## config.mk

```make
export PLATFORM = sky130hd
export DESIGN_NAME = hg_pixel_fetcher
export DESIGN_NICKNAME = d
export VERILOG_FILES = /design/src/rtl/hg_pkg.sv /design/src/rtl/hg_affine_stepper.sv /design/src/rtl/hg_pixel_fetcher.sv
export SDC_FILE = /design/constraint.sdc
export NUM_CORES = 1
export LEC_CHECK = 0
export ABC_AREA = 1
export CAP_MARGIN = 10
export CORE_ASPECT_RATIO = 2
export CORE_MARGIN = 1.5
export CORE_UTILIZATION = 55
export DETAILED_ROUTE_END_ITERATION = 6
export HOLD_SLACK_MARGIN = 0.12
export PLACE_DENSITY = 0.82
export RECOVER_POWER = 25
export SLEW_MARGIN = 30
export SYNTH_ARGS = -nofsm -noshare
export SYNTH_HDL_FRONTEND = slang
export SYNTH_SLANG_ARGS = --single-unit
```

## constraint.sdc

```tcl
create_clock -name iCLK -period 3.9 [get_ports iCLK]
set_clock_uncertainty 0.1 [all_clocks]
set_input_delay 0.585 -clock iCLK [delete_from_list [all_inputs] [get_ports iCLK]]
set_output_delay 0.585 -clock iCLK [all_outputs]
set_load 0.1 [all_outputs]
```

## src/rtl/hg_pkg.sv

```systemverilog
// hg_pkg: shared types and constants for the homography pixel fetcher.
//   - hgState_e : fetcher FSM states
//   - rgb565_t  : RGB565 pixel layout {red, green, blue}
//   - HG_FRAC_BITS / HG_ACC_W : default fixed-point format
//   - PIX_BLACK / PIX_RED : out-of-range and error-marker pixels
//   - packRgb() : assembles an RGB565 pixel from its channels
package hg_pkg;

  localparam int HG_FRAC_BITS = 10;
  localparam int HG_ACC_W     = 24;

  typedef enum logic [2:0] {
    ST_IDLE    = 3'd0,
    ST_SETUP   = 3'd1,
    ST_STROBE  = 3'd2,
    ST_WAIT    = 3'd3,
    ST_CAPTURE = 3'd4,
    ST_PUSH    = 3'd5,
    ST_ADVANCE = 3'd6
  } hgState_e;

  typedef struct packed {
    logic [4:0] red;
    logic [5:0] green;
    logic [4:0] blue;
  } rgb565_t;

  localparam rgb565_t PIX_BLACK = rgb565_t'(16'h0000);
  localparam rgb565_t PIX_RED   = rgb565_t'(16'hF800);

  function automatic rgb565_t packRgb(input logic [4:0] r, input logic [5:0] g,
                                      input logic [4:0] b);
    rgb565_t p;
    p.red   = r;
    p.green = g;
    p.blue  = b;
    return p;
  endfunction

endpackage

```

## src/rtl/hg_affine_stepper.sv

```systemverilog
// hg_affine_stepper: incremental evaluation of the affine source mapping
//   srcX = A*x + B*y + C, srcY = D*x + E*y + F
// using additions only. The row accumulators track the start of the current
// output row; the current accumulators track the current pixel. All adds wrap
// modulo 2^ACC_W, so a wrapped value simply lands out of range.
// Ports:
//   iCLK, iRST            clock, asynchronous active-low reset
//   load                  capture A,B,D,E and start at (C,F)
//   stepX                 advance one pixel along the row
//   stepRow               move to the first pixel of the next row
//   coefA..coefF          signed Q(ACC_W-FRAC_BITS).FRAC_BITS coefficients
//   srcX, srcY            low 10 bits of the integer source coordinates
//   inRangeX, inRangeY    integer coordinate lies inside the source frame
module hg_affine_stepper import hg_pkg::*; #(
  parameter int ACC_W        = HG_ACC_W,
  parameter int FRAC_BITS    = HG_FRAC_BITS,
  parameter int FRAME_WIDTH  = 640,
  parameter int FRAME_HEIGHT = 480
) (
  input  logic             iCLK,
  input  logic             iRST,
  input  logic             load,
  input  logic             stepX,
  input  logic             stepRow,
  input  logic [ACC_W-1:0] coefA,
  input  logic [ACC_W-1:0] coefB,
  input  logic [ACC_W-1:0] coefC,
  input  logic [ACC_W-1:0] coefD,
  input  logic [ACC_W-1:0] coefE,
  input  logic [ACC_W-1:0] coefF,
  output logic [9:0]       srcX,
  output logic [9:0]       srcY,
  output logic             inRangeX,
  output logic             inRangeY
);

  logic signed [ACC_W-1:0] coefA_r, coefB_r, coefD_r, coefE_r;
  logic signed [ACC_W-1:0] rowX_r, rowY_r, curX_r, curY_r;
  logic signed [ACC_W-1:0] nextRowX_s, nextRowY_s;
  logic signed [ACC_W-1:0] intX_s, intY_s;

  assign nextRowX_s = rowX_r + coefB_r;
  assign nextRowY_s = rowY_r + coefE_r;

  // Arithmetic shift floors toward minus infinity, as required for negatives.
  assign intX_s = curX_r >>> FRAC_BITS;
  assign intY_s = curY_r >>> FRAC_BITS;

  assign inRangeX = !intX_s[ACC_W-1] && (intX_s < ACC_W'(FRAME_WIDTH));
  assign inRangeY = !intY_s[ACC_W-1] && (intY_s < ACC_W'(FRAME_HEIGHT));
  assign srcX     = intX_s[9:0];
  assign srcY     = intY_s[9:0];

  // Coefficient capture and accumulator stepping.
  always_ff @(posedge iCLK or negedge iRST) begin
    if (!iRST) begin
      coefA_r <= '0;
      coefB_r <= '0;
      coefD_r <= '0;
      coefE_r <= '0;
      rowX_r  <= '0;
      rowY_r  <= '0;
      curX_r  <= '0;
      curY_r  <= '0;
    end else if (load) begin
      coefA_r <= coefA;
      coefB_r <= coefB;
      coefD_r <= coefD;
      coefE_r <= coefE;
      rowX_r  <= coefC;
      rowY_r  <= coefF;
      curX_r  <= coefC;
      curY_r  <= coefF;
    end else if (stepRow) begin
      // The new row start is also the first pixel of that row.
      rowX_r <= nextRowX_s;
      rowY_r <= nextRowY_s;
      curX_r <= nextRowX_s;
      curY_r <= nextRowY_s;
    end else if (stepX) begin
      curX_r <= curX_r + coefA_r;
      curY_r <= curY_r + coefD_r;
    end else begin
      curX_r <= curX_r;
      curY_r <= curY_r;
    end
  end

endmodule

```

## src/rtl/hg_pixel_fetcher.sv

```systemverilog
// hg_pixel_fetcher: walks the output raster, maps every output pixel through
// a fixed-point affine homography and reads the source pixel from the SRAM
// frame-buffer controller, then pushes it downstream as RGB565.
// Out-of-range source coordinates produce a black pixel without any request.
// Optional macro HG_FETCH_TIMEOUT_EN: bounds the wait for iReady to
// TIMEOUT_CYC cycles; on expiry a red pixel is emitted and oTimeout sticks.
// Ports:
//   iCLK, iRST                  clock, asynchronous active-low reset
//   iStart                      starts a frame when idle
//   iA..iF                      affine coefficients, sampled at iStart
//   oHGRequest/oHGX/oHGY/oHGCLK read request toward the controller
//   iReady, iHGRed/Green/Blue   read completion and returned colour
//   oPixValid/oPixData/iPixReady downstream pixel handshake
//   oBusy, oFrameDone           frame status
//   oTimeout                    sticky read timeout (macro build only)
module hg_pixel_fetcher import hg_pkg::*; #(
  parameter int FRAME_WIDTH  = 640,
  parameter int FRAME_HEIGHT = 480,
  parameter int FRAC_BITS    = HG_FRAC_BITS,
  parameter int ACC_W        = HG_ACC_W
`ifdef HG_FETCH_TIMEOUT_EN
  , parameter int TIMEOUT_CYC = 64
`endif
) (
  input  logic             iCLK,
  input  logic             iRST,
  input  logic             iStart,
  input  logic [ACC_W-1:0] iA,
  input  logic [ACC_W-1:0] iB,
  input  logic [ACC_W-1:0] iC,
  input  logic [ACC_W-1:0] iD,
  input  logic [ACC_W-1:0] iE,
  input  logic [ACC_W-1:0] iF,
  output logic             oHGRequest,
  output logic [9:0]       oHGX,
  output logic [9:0]       oHGY,
  output logic             oHGCLK,
  input  logic             iReady,
  input  logic [4:0]       iHGRed,
  input  logic [5:0]       iHGGreen,
  input  logic [4:0]       iHGBlue,
  output logic             oPixValid,
  output logic [15:0]      oPixData,
  input  logic             iPixReady,
  output logic             oBusy,
  output logic             oFrameDone
`ifdef HG_FETCH_TIMEOUT_EN
  , output logic           oTimeout
`endif
);

  localparam int XW = (FRAME_WIDTH  > 1) ? $clog2(FRAME_WIDTH)  : 1;
  localparam int YW = (FRAME_HEIGHT > 1) ? $clog2(FRAME_HEIGHT) : 1;

  hgState_e        state_r;
  logic [XW-1:0]   xCnt_r;
  logic [YW-1:0]   yCnt_r;
  logic            lastCol_s, lastRow_s;
  logic            load_s, stepX_s, stepRow_s;
  logic [9:0]      srcX_s, srcY_s;
  logic            inRangeX_s, inRangeY_s;

`ifdef HG_FETCH_TIMEOUT_EN
  localparam int TMO_W = $clog2(TIMEOUT_CYC + 1);
  logic [TMO_W-1:0] tmoCnt_r;
  logic             tmoHit_s;
  assign tmoHit_s = (tmoCnt_r >= TMO_W'(TIMEOUT_CYC - 1));
`endif

  assign lastCol_s = (xCnt_r == XW'(FRAME_WIDTH - 1));
  assign lastRow_s = (yCnt_r == YW'(FRAME_HEIGHT - 1));
  assign load_s    = (state_r == ST_IDLE) && iStart;
  assign stepX_s   = (state_r == ST_ADVANCE) && !lastCol_s;
  assign stepRow_s = (state_r == ST_ADVANCE) && lastCol_s && !lastRow_s;

  hg_affine_stepper #(
    .ACC_W        (ACC_W),
    .FRAC_BITS    (FRAC_BITS),
    .FRAME_WIDTH  (FRAME_WIDTH),
    .FRAME_HEIGHT (FRAME_HEIGHT)
  ) uStepper (
    .iCLK     (iCLK),
    .iRST     (iRST),
    .load     (load_s),
    .stepX    (stepX_s),
    .stepRow  (stepRow_s),
    .coefA    (iA),
    .coefB    (iB),
    .coefC    (iC),
    .coefD    (iD),
    .coefE    (iE),
    .coefF    (iF),
    .srcX     (srcX_s),
    .srcY     (srcY_s),
    .inRangeX (inRangeX_s),
    .inRangeY (inRangeY_s)
  );

  // Fetch FSM with raster counters and registered interface outputs.
  always_ff @(posedge iCLK or negedge iRST) begin
    if (!iRST) begin
      state_r    <= ST_IDLE;
      xCnt_r     <= '0;
      yCnt_r     <= '0;
      oHGRequest <= 1'b0;
      oHGX       <= 10'd0;
      oHGY       <= 10'd0;
      oHGCLK     <= 1'b0;
      oPixValid  <= 1'b0;
      oPixData   <= 16'h0000;
      oBusy      <= 1'b0;
      oFrameDone <= 1'b0;
`ifdef HG_FETCH_TIMEOUT_EN
      tmoCnt_r   <= '0;
      oTimeout   <= 1'b0;
`endif
    end else begin
      oFrameDone <= 1'b0;
      case (state_r)
        ST_IDLE: begin
          if (iStart) begin
            xCnt_r  <= '0;
            yCnt_r  <= '0;
            oBusy   <= 1'b1;
            state_r <= ST_SETUP;
`ifdef HG_FETCH_TIMEOUT_EN
            oTimeout <= 1'b0;
`endif
          end
        end
        ST_SETUP: begin
          if (inRangeX_s && inRangeY_s) begin
            // Address and request rise one cycle before the strobe edge.
            oHGX       <= srcX_s;
            oHGY       <= srcY_s;
            oHGRequest <= 1'b1;
            state_r    <= ST_STROBE;
`ifdef HG_FETCH_TIMEOUT_EN
            tmoCnt_r   <= '0;
`endif
          end else begin
            oPixData  <= PIX_BLACK;
            oPixValid <= 1'b1;
            state_r   <= ST_PUSH;
          end
        end
        ST_STROBE: begin
          oHGCLK  <= 1'b1;
          state_r <= ST_WAIT;
`ifdef HG_FETCH_TIMEOUT_EN
          tmoCnt_r <= tmoCnt_r + TMO_W'(1);
`endif
        end
        ST_WAIT: begin
          if (iReady) begin
            oHGRequest <= 1'b0;
            oHGCLK     <= 1'b0;
            state_r    <= ST_CAPTURE;
          end
`ifdef HG_FETCH_TIMEOUT_EN
          else if (tmoHit_s) begin
            oHGRequest <= 1'b0;
            oHGCLK     <= 1'b0;
            oPixData   <= PIX_RED;
            oPixValid  <= 1'b1;
            oTimeout   <= 1'b1;
            state_r    <= ST_PUSH;
          end else begin
            tmoCnt_r <= tmoCnt_r + TMO_W'(1);
          end
`else
          else begin
            state_r <= ST_WAIT;
          end
`endif
        end
        ST_CAPTURE: begin
          // Returned colour is valid the cycle after iReady, i.e. now.
          oPixData  <= packRgb(iHGRed, iHGGreen, iHGBlue);
          oPixValid <= 1'b1;
          state_r   <= ST_PUSH;
        end
        ST_PUSH: begin
          if (iPixReady) begin
            oPixValid <= 1'b0;
            state_r   <= ST_ADVANCE;
            // Pulsed while still in ADVANCE so a coincident iStart is ignored.
            if (lastCol_s && lastRow_s) begin
              oFrameDone <= 1'b1;
            end
          end
        end
        ST_ADVANCE: begin
          if (lastCol_s && lastRow_s) begin
            oBusy   <= 1'b0;
            state_r <= ST_IDLE;
          end else if (lastCol_s) begin
            xCnt_r  <= '0;
            yCnt_r  <= yCnt_r + YW'(1);
            state_r <= ST_SETUP;
          end else begin
            xCnt_r  <= xCnt_r + XW'(1);
            state_r <= ST_SETUP;
          end
        end
        default: begin
          state_r <= ST_IDLE;
        end
      endcase
    end
  end

endmodule

```

# Word level (Yosys, flattened, before mapping)
# Cells that the tools add are included.
[classes]
shift = 0
multipliers = 0
div_mod_pow = 0
muxes = 39
n_eq_ne = 16
add_sub_neg = 6
n_bitwise = 0
magnitude_cmp = 2
n_reduce_logical = 29
[ops]
columns = ["op", "count"]
rows = [
  ["2-to-1 mux 24 bit", 10],
  ["adder 24 bit", 4],
  ["one-hot mux 16 bit (2 select lines)", 1],
  ["2-to-1 mux 10 bit", 3],
  ["2-to-1 mux 9 bit", 3],
  ["one-hot mux 3 bit (7 select lines)", 1],
  ["one-hot mux 10 bit (2 select lines)", 1],
  ["one-hot mux 9 bit (2 select lines)", 1],
  ["2-to-1 mux 16 bit", 1],
  ["< comparator 14 x 10 -> 1 bit (second input constant)", 1],
  ["< comparator 14 x 11 -> 1 bit (second input constant)", 1],
  ["inequality test 2 bit (second input constant)", 7],
  ["2-to-1 mux 3 bit", 4],
  ["AND reduction 3 bit", 4],
  ["adder 10 x 1 -> 10 bit (second input constant)", 1],
  ["equality test 10 bit (second input constant)", 1],
  ["2-to-1 mux 1 bit", 10],
  ["nonzero test 2 bit", 5],
  ["adder 9 x 1 -> 9 bit (second input constant)", 1],
  ["equality test 3 bit (second input constant)", 3],
  ["equality test 9 bit (second input constant)", 1],
  ["logical AND 1 bit", 8],
  ["AND reduction 2 bit", 4],
  ["equality test 3 x 2 -> 1 bit (second input constant)", 2],
  ["8 further kinds", 14],
]
[totals]
ff_bits = 255
mem_bits_rw = 0
rom_bits = 0
out_inout_bits = 41
n_memories = 0
latchBits = 0

# Logic depth before layout (Yosys ltp)
# Gate-level depths: netlist of run 1.
[logic_depth]
ltp_word = 6
mapped_depth = 15
ltp_nobuf = 15

# Hierarchy
# A second synthesis of run 1 with hierarchy kept.
[hier_totals]
hier_cells = 2765
area_unflattened_um2 = 17872.1
[by_module_without_submodules]
columns = ["mod", "cells_per_inst", "area_per_inst_um2", "n_inst"]
rows = [
  ["hg_affine_stepper", 2389, 14830.5, 1],
  ["hg_pixel_fetcher", 376, 3041.7, 1],
]

# Worst setup path before layout of run 1
# Ideal clock, no wire load.
[synth_timing]
path_kind = "flip-flop to flip-flop"
start = "reg uStepper.curY_r[0]"
end = "reg uStepper.curY_r[12]"
setup_slack_ns = 1.806
path_stages_with_launch = 14
setup_ns = 0.077
t_arrival_ns = 1.917
required_ns = 3.723
path_cell_list = "dfrtp_1 > ha_1 > inv_1 > fa_1 > inv_1 > nand3_1 > nand3_1 > nand2_1 > nand3_1 > inv_1 > or2_2 > nand4_1 > nand3_1 > o21ai_1"
[synth_between]
elab_chain_len = 4
[synth_lines]
columns = ["element", "line_no", "text"]
rows = [
  ["start, declared", "hg_affine_stepper.sv:38", "logic signed [ACC_W-1:0] rowX_r, rowY_r, curX_r, curY_r;"],
  ["start signal, assigned", "hg_affine_stepper.sv:73", "curY_r <= coefF;"],
  ["start signal, assigned", "hg_affine_stepper.sv:79", "curY_r <= nextRowY_s;"],
  ["start signal, assigned", "hg_affine_stepper.sv:82", "curY_r <= curY_r + coefD_r;"],
  ["adder 24 bit", "hg_affine_stepper.sv:82", ""],
  ["2-to-1 mux 24 bit", "hg_affine_stepper.sv:80", "end else if (stepX) begin"],
  ["2-to-1 mux 24 bit", "hg_affine_stepper.sv:74", "end else if (stepRow) begin"],
  ["2-to-1 mux 24 bit", "hg_affine_stepper.sv:65", "end else if (load) begin"],
]
# No other way between the ends. The select of a mux whose other input is x is not followed.
# A chain may end at the register's enable or synchronous reset.

# Worst setup path after layout of run 1
[layout_timing]
start = "reg state_r[2]"
end = "reg uStepper.curY_r[5]"
[layout_between]
elab_chain_len = 5
word_cells_on_any_way = 9
classes_between = "eq/ne (1); mux (2); reduce/logical (6)"
[layout_lines]
columns = ["element", "line_no", "text"]
rows = [
  ["start, declared", "hg_pixel_fetcher.sv:55", "hgState_e state_r;"],
  ["start signal, assigned", "hg_pixel_fetcher.sv:102", "state_r <= ST_IDLE;"],
  ["start signal, assigned", "hg_pixel_fetcher.sv:125", "state_r <= ST_SETUP;"],
  ["start signal, assigned", "hg_pixel_fetcher.sv:137", "state_r <= ST_STROBE;"],
  ["equality test 3 bit", "hg_pixel_fetcher.sv:73, hg_pixel_fetcher.sv:74", ""],
  ["logical AND 1 bit (2 in a row)", "hg_pixel_fetcher.sv:74", "assign stepRow_s = (state_r == ST_ADVANCE) && lastCol_s && !lastRow_s;"],
  ["2-to-1 mux 24 bit", "hg_affine_stepper.sv:74", ""],
  ["2-to-1 mux 24 bit", "hg_affine_stepper.sv:65", ""],
]
# Parallel ways exist; a longest one is shown, timed or not.

==> impl_metrics.csv, run 1 <==
group,metric,value,unit
floorplanning,std_cell_rows,92,
cts,insertion_delay,0.59,ns
drt,wl_per_cell,19.6,µm
drt,routed_wl,64000,µm
yosys,yosysTopAreaCellShare,36.3,%
worst_setup_path,worst_ep_arrival_time,3.56,ns
yosys,synth_top_family_by_area,"simple AND/OR/NAND/NOR gates",
timing,setup_tns,0,ns
cts,path_clk_slew,0.06,ns
place,numPortBuffers,205,
timing,tightest_slew,2.70,ns
yosys,synth_top_area_cell,"dfrtp_1",
power_and_ir_drop,ir_drop,556,µV
global_route,grt_pass1_vias,18300,
min_path,hp-class,"flip-flop to flip-flop",
yosys,synth.distinct_cells,45,
yosys,synth_seq_cells,255,
power_and_ir_drop,swShare,54.0,%
timing,setup_viol,0,
drt,first_pass_iters,7,
drt,postRouteAntennaNets,0,
cts,htree_levels,1,
cts,post_cts_resized,0,
cts,cts_root_buffer,"clkbuf_16",
worst_setup_path,crit_path_end_kind,"flip-flop",
power_and_ir_drop,power_report.internal_total,9100,µW
drt,drc,3,
global_route,grt_pass1_wl,98100,µm
finish,layout-drive-gt1-share,3.14,%
finish,area_growth,18.1,%
drt,vias_per_cell,5.53,
yosys,ys_warn_count,0,
place,dp.cells,3215,
cts,clock-sinks,255,
yosys,synth_area_leaders,"dfrtp_1 36%, nand2_1 23%, inv_1 7.7%, nand3_1 6.8%, ha_1 6.7%",
timing,finalHoldViolCount,0,
finish,fin_cells,3261,
timing,period_minus_slack,3.23,ns
yosys,synthXorXnorAreaFrac,1.84,%
yosys,synth_commonest_cells,"1054 x nand2_1, 360 x inv_1, 255 x dfrtp_1",
floorplanning,die_y,256,µm
worst_setup_path,critical_path_class,"flip-flop to flip-flop",
place,place.gp.congestion,1.04,
yosys,muxShareOfSynthArea,0.513,%
power_and_ir_drop,power_switching,10700,µW
power_and_ir_drop,p_seq_share,24.2,%
outcome,violations,"DRC, capacitance limit, slew limit",
yosys,synth_most_common_cell,"nand2_1",
cts,tritoncts,"built",
yosys,synth_compound_area_share,7.53,%
floorplanning,core_area,0.0315,mm²
yosys,synthFlopType,"dfrtp_1",
yosys,yosys.area_share.simple,36.8,%
global_route,grt.total_usage,39.5,%
outcome,status,"finished with violations",
power_and_ir_drop,total_power,19800,µW
finish,num-nets-final,3084,
timing,period_share,82.8,%
timing,slew_viol_final,104,
cts,postCtsSetupRepairBufs,0,
cts,cts_buffers,26,
yosys,seq_area_frac_synth,36.3,%
worst_setup_path,crit_chain,"nand2_1 -> nor2_2 -> nand3_2 -> inv_2 -> buf_4 -> nand2_1 -> o22ai_1 -> o21ai_0",
floorplanning,die_area,0.0331,mm²
power_and_ir_drop,clockPowerShare,12.3,%
drt,drtIter0Drc,1251,
worst_setup_path,slowest_stage,"dfrtp_1",
job,cap_violations,1,
floorplanning,chipWidth,129,µm
timing,fmax,310,MHz
cts,cts_max_path_buffers,3,
floorplanning,io_pins,206,
global_route,antenna_found_initial,3,
timing,rsz0062_at_grt,"false",
power_and_ir_drop,p_leak,0.0113,µW
finish,fin_area,0.0207,mm²
worst_setup_path,start_kind,"flip-flop",
yosys,syn_nets,2904,
worst_setup_path,cpMostUsedCell,"nand2_1",
yosys,synth_edf_count,0,
yosys,ys_async_sr_fraction,100,%
yosys,syn_inst,2641,
place,dpl_cell_area,0.0200,mm²
worst_setup_path,crit_fanout,37,
yosys,synth_fa_ha_area_share,7.15,%
timing,max-slew-margin-rel,-80.2,%
global_route,grt_max_degree,105,
drt,vias,18000,
worst_setup_path,cpPeakStageDelay,0.79,ns
global_route,grt_overflow_total,0,
yosys,syn-mean-instance-area,6.65,µm²
place,place_hpwl,48300,µm
floorplanning,start_util,55.7,%
worst_setup_path,required,4.23,ns
power_and_ir_drop,p_per_area,953,mW/mm²
yosys,syn_area,0.0176,mm²
cts,cts_hold_buffers,1,
power_and_ir_drop,pwr-share-comb,63.4,%
-- routing by layer --
metal  up-vias  global-route usage, %  wire, µm
met5         -                      0        11
met4         2                   38.7      7720
met3       329                   8.13      4060
met2       725                   69.2     32100
met1      8311                   36.5     20100
li1       8655                      -         -
-- cell usage in the layout, fill, tap and decap left out, types with 8 or more instances in the layout --
master and instances:
ha_1 94, nand3b_1 13, xor2_1 21, inv_1 360, clkbuf_16 26, o21a_1 13
nand2_1 1054, dfrtp_1 255, o21ai_0 56, mux2_2 8, buf_4 11, nand4_1 35
o22ai_1 8, a31oi_1 9, clkdlybuf4s50_1 202, nor2_1 200, nand3_1 236, xnor2_1 16
nor3_1 9, a21oi_1 113
-- worst max-delay path, delay by kind of cell (launching register included) --
family,cells,cell delay (ns)
compound gates,2,0.93
buf+inv,2,0.58
flops,1,0.79
simple gates,4,0.64
-- flip-flops by register name (all words and copies together) (netlist names), 16 cells and up --
name,flops
oPixData,16
uStepper.coefA_r,24
uStepper.coefB_r,24
uStepper.coefD_r,24
uStepper.coefE_r,24
uStepper.curX_r,24
uStepper.curY_r,24
uStepper.rowX_r,24
uStepper.rowY_r,24
-- final timing paths --
path	end	slack, ns	cells after the start	startpoint
worst max-delay path	uStepper.curY_r[5]$_DFFE_PN0P_	0.67	8	state_r[2]$_DFFE_PN0P_
worst min-delay path	oHGY[9]$_DFFE_PN0P_	0.38	2	oHGY[9]$_DFFE_PN0P_
worst max register to register	uStepper.curY_r[5]$_DFFE_PN0P_	0.67	8	state_r[2]$_DFFE_PN0P_
worst min register to register	oHGY[9]$_DFFE_PN0P_	0.38	2	oHGY[9]$_DFFE_PN0P_
max in group asynchronous	uStepper.coefB_r[18]$_DFFE_PN0P_	0.79	2	iRST
min in group asynchronous	oPixData[2]$_DFFE_PN0P_	1.26	2	iRST
-- per-stage QoR --
stage	hold WS (ns)	setup WS (ns)	util [%]
final	0.376	0.671	65.8
after floorplan	0.189	1.81	-
after detailed placement	0.356	0.763	63.3
after global routing	0.394	0.250	65.8
after CTS	0.373	0.890	65.8
after global placement	0.350	0.827	63.3
-- logic make-up (layout without fill, tap and decap cells) --
family	Yosys count	count (layout)
DFF	255	255
muxes	8	8
xor gates and xnor gates	37	37
and+or+nand+nor	1575	1575
other	0	1
buffers and inverters	433	629
adders and majority gates	98	98
AOI/OAI and AO/OA	235	235
-- power groups by stage --
stage	Combinational (µW)	Clock [µW]	Sequential, µW
global placement	12000	0	4710
CTS	12300	2470	4700
finish	12500	2440	4790
detailed placement	12300	0	4720
global route	14000	2570	4860
floorplan	8470	0	4820
-- cell type report --
class                           count  area (µm²)
Clock buffer                       31         679
Inverter                          364        1370
Timing Repair Buffer              221        2190
Tap cell                          423         529
Clock inverter                     13         113
Fill cell                        2948       10800
Antenna cell                        1        2.50
Multi-Input combinational cell   1953        9480
Sequential cell                   255        6380
Power figures use the tool's default switching activity.
==> run 2, diff against run 1 <==
clock period = 3.1 ns   (was 3.9 ns; I/O delays follow)
==> impl_metrics.csv, run 2 (same netlist as run 1, synthesis figures left out) <==
group,metric,value,unit
drt,first_pass_iters,7,
outcome,violations,"capacitance limit, slew limit",
global_route,grt.total_usage,41.5,%
power_and_ir_drop,clockPowerShare,13.2,%
worst_setup_path,crit_fanout,3,
timing,fin_ws,0.0382,ns
drt,postRouteAntennaNets,0,
min_path,hp-class,"input port to flip-flop",
floorplanning,die_y,256,µm
power_and_ir_drop,power_report.internal_total,11900,µW
place,place.gp.congestion,1.06,
finish,multiInputGateArea,0.00947,mm²
power_and_ir_drop,power_switching,13800,µW
cts,clock-sinks,255,
cts,cts_max_path_buffers,3,
job,cap_violations,1,
global_route,grt_use_met2,73.0,%
place,numPortBuffers,205,
timing,period_share,98.8,%
floorplanning,core_area,0.0315,mm²
cts,cts_root_buffer,"clkbuf_16",
timing,setup_viol,0,
floorplanning,io_pins,206,
worst_setup_path,start_kind,"flip-flop",
timing,max-slew-margin-rel,-58.2,%
drt,vias_per_cell,5.57,
global_route,grt_overflow_total,0,
finish,area_growth,19.4,%
floorplanning,start_util,55.7,%
power_and_ir_drop,total_power,25700,µW
global_route,grt_max_degree,148,
timing,fmax,327,MHz
timing,slew_viol_final,85,
worst_setup_path,required,3.45,ns
outcome,status,"finished with violations",
power_and_ir_drop,swShare,53.5,%
global_route,grt_pass1_wl,103000,µm
finish,nFillCells,2876,
place,dp.cells,3235,
worst_setup_path,worst_ep_arrival_time,3.41,ns
power_and_ir_drop,p_per_area,1230,mW/mm²
timing,tightest_slew,2.37,ns
drt,drtIter0Drc,1151,
timing,rsz0062_at_grt,"false",
finish,ff_latch_area,0.00638,mm²
floorplanning,die_area,0.0331,mm²
cts,htree_levels,1,
power_and_ir_drop,ir_drop,809,µV
place,place_hpwl,50900,µm
power_and_ir_drop,pwr-share-comb,63.6,%
finish,layout_common_cells,"1054 x nand2_1, 360 x inv_1, 255 x dfrtp_1",
global_route,grt_use_met1,36.6,%
global_route,busiest_layer,"met2",
global_route,antenna_found_initial,9,
floorplanning,chipWidth,129,µm
place,dp_slack,0.402,ns
power_and_ir_drop,p_seq_share,23.2,%
worst_setup_path,crit_path_end_kind,"flip-flop",
finish,layout_commonest_cell,"nand2_1",
timing,hold_ws,0.335,ns
timing,period_minus_slack,3.06,ns
drt,vias,18300,
timing,setup_tns,0,ns
drt,wl_per_cell,20.3,µm
cts,insertion_delay,0.56,ns
drt,routed_wl,66900,µm
floorplanning,std_cell_rows,92,
finish,num-nets-final,3104,
global_route,grt_pass1_vias,18900,
cts,path_clk_slew,0.07,ns
finish,layout-drive-gt1-share,5.32,%
global_route,grt_use_met3,9.97,%
power_and_ir_drop,p_leak,0.0115,µW
timing,finalHoldViolCount,0,
worst_setup_path,critical_path_class,"flip-flop to flip-flop",
cts,tritoncts,"built",
drt,drc,0,
cts,cts_buffers,26,
finish,fin_cells,3291,
run 2: changes by cell type in the layout (fill, tap and decap cells not counted), moves of 2 or more:
| cell | change |
|---|---|
| bufinv_16 | +3 |
| buf_4 | +57 |
| inv_8 | -2 |
| clkdlybuf4s50_1 | -39 |
| buf_12 | +4 |
| clkinv_4 | -3 |
| clkbuf_8 | +3 |
| clkinvlp_4 | +2 |
| clkbuf_1 | -3 |
| diode_2 | +8 |
run 2: path summary, 6_finish.rpt:
| path | from | slack, ns | end | cells after the start |
|---|---|---|---|---|
| min in group asynchronous | iRST | 1.07 | uStepper.coefD_r[0]$_DFFE_PN0P_ | 2 |
| worst max-delay path | uStepper.rowY_r[0]$_DFFE_PN0P_ | 0.04 | uStepper.curY_r[10]$_DFFE_PN0P_ | 13 |
| worst min register to register | oHGY[9]$_DFFE_PN0P_ | 0.38 | oHGY[9]$_DFFE_PN0P_ | 2 |
| max in group asynchronous | iRST | 0.41 | uStepper.coefB_r[13]$_DFFE_PN0P_ | 2 |
| worst min-delay path | iB[19] | 0.34 | uStepper.coefB_r[19]$_DFFE_PN0P_ | 3 |
| worst max register to register | uStepper.rowY_r[0]$_DFFE_PN0P_ | 0.04 | uStepper.curY_r[10]$_DFFE_PN0P_ | 13 |
run 2: per-layer routing:
metal,wire [µm],part of all wire [%],up-vias
li1,-,-,8706
met1,20300,30,8482
met2,34200,51,752
met3,4060,6.1,373
met4,8240,12,6
met5,42,0.063,-
run 2: power by group through the flow:
stage               sequential [µW]  combinational (µW)  clock (µW)
floorplan                      6070               10700           0
global placement               5870               15600           0
detailed placement             5910               15900           0
CTS                            5870               16000        3420
global route                   6040               18000        3550
finish                         5970               16300        3390
run 2: final cells by class:
type / count / share of cell area (%)
multi-input combinational: 1953 / 45.2
sequential: 255 / 30.4
timing repair buffer: 241 / 11.0
inverter: 364 / 6.53
clock buffer: 33 / 3.52
tap: 423 / 2.52
clock inverter: 13 / 0.752
antenna: 9 / 0.107
run 2: through the flow:
stage	utilization, %	instance area, µm²
3_3_place_gp	63.6	20100
4_1_cts	66.5	21000
6_report	66.5	21000
5_1_grt	66.5	21000
2_1_floorplan	-	17600
3_5_place_dp	63.6	20100
run 2: worst max-delay path, stage by stage (launching register included):
cell and delay, ns:
dfrtp_1 0.36, ha_1 0.22, inv_1 0.08, fa_1 0.46, inv_1 0.33, nand2_1 0.17
nand3_1 0.17, nand2_1 0.09, nand3_1 0.08, nand3_1 0.46, nand2_1 0.20, nand2_1 0.09
nand3_1 0.07, nand2_1 0.06
run 2: what timing repair did:
action | 4_1_cts | 5_1_grt
buffers inserted | 0 | 0
endpoints found under the hold margin | 81 | 0
endpoints found under the setup margin | 0 | 0
hold buffers | 1 | 0
gates resized for setup | 0 | 0
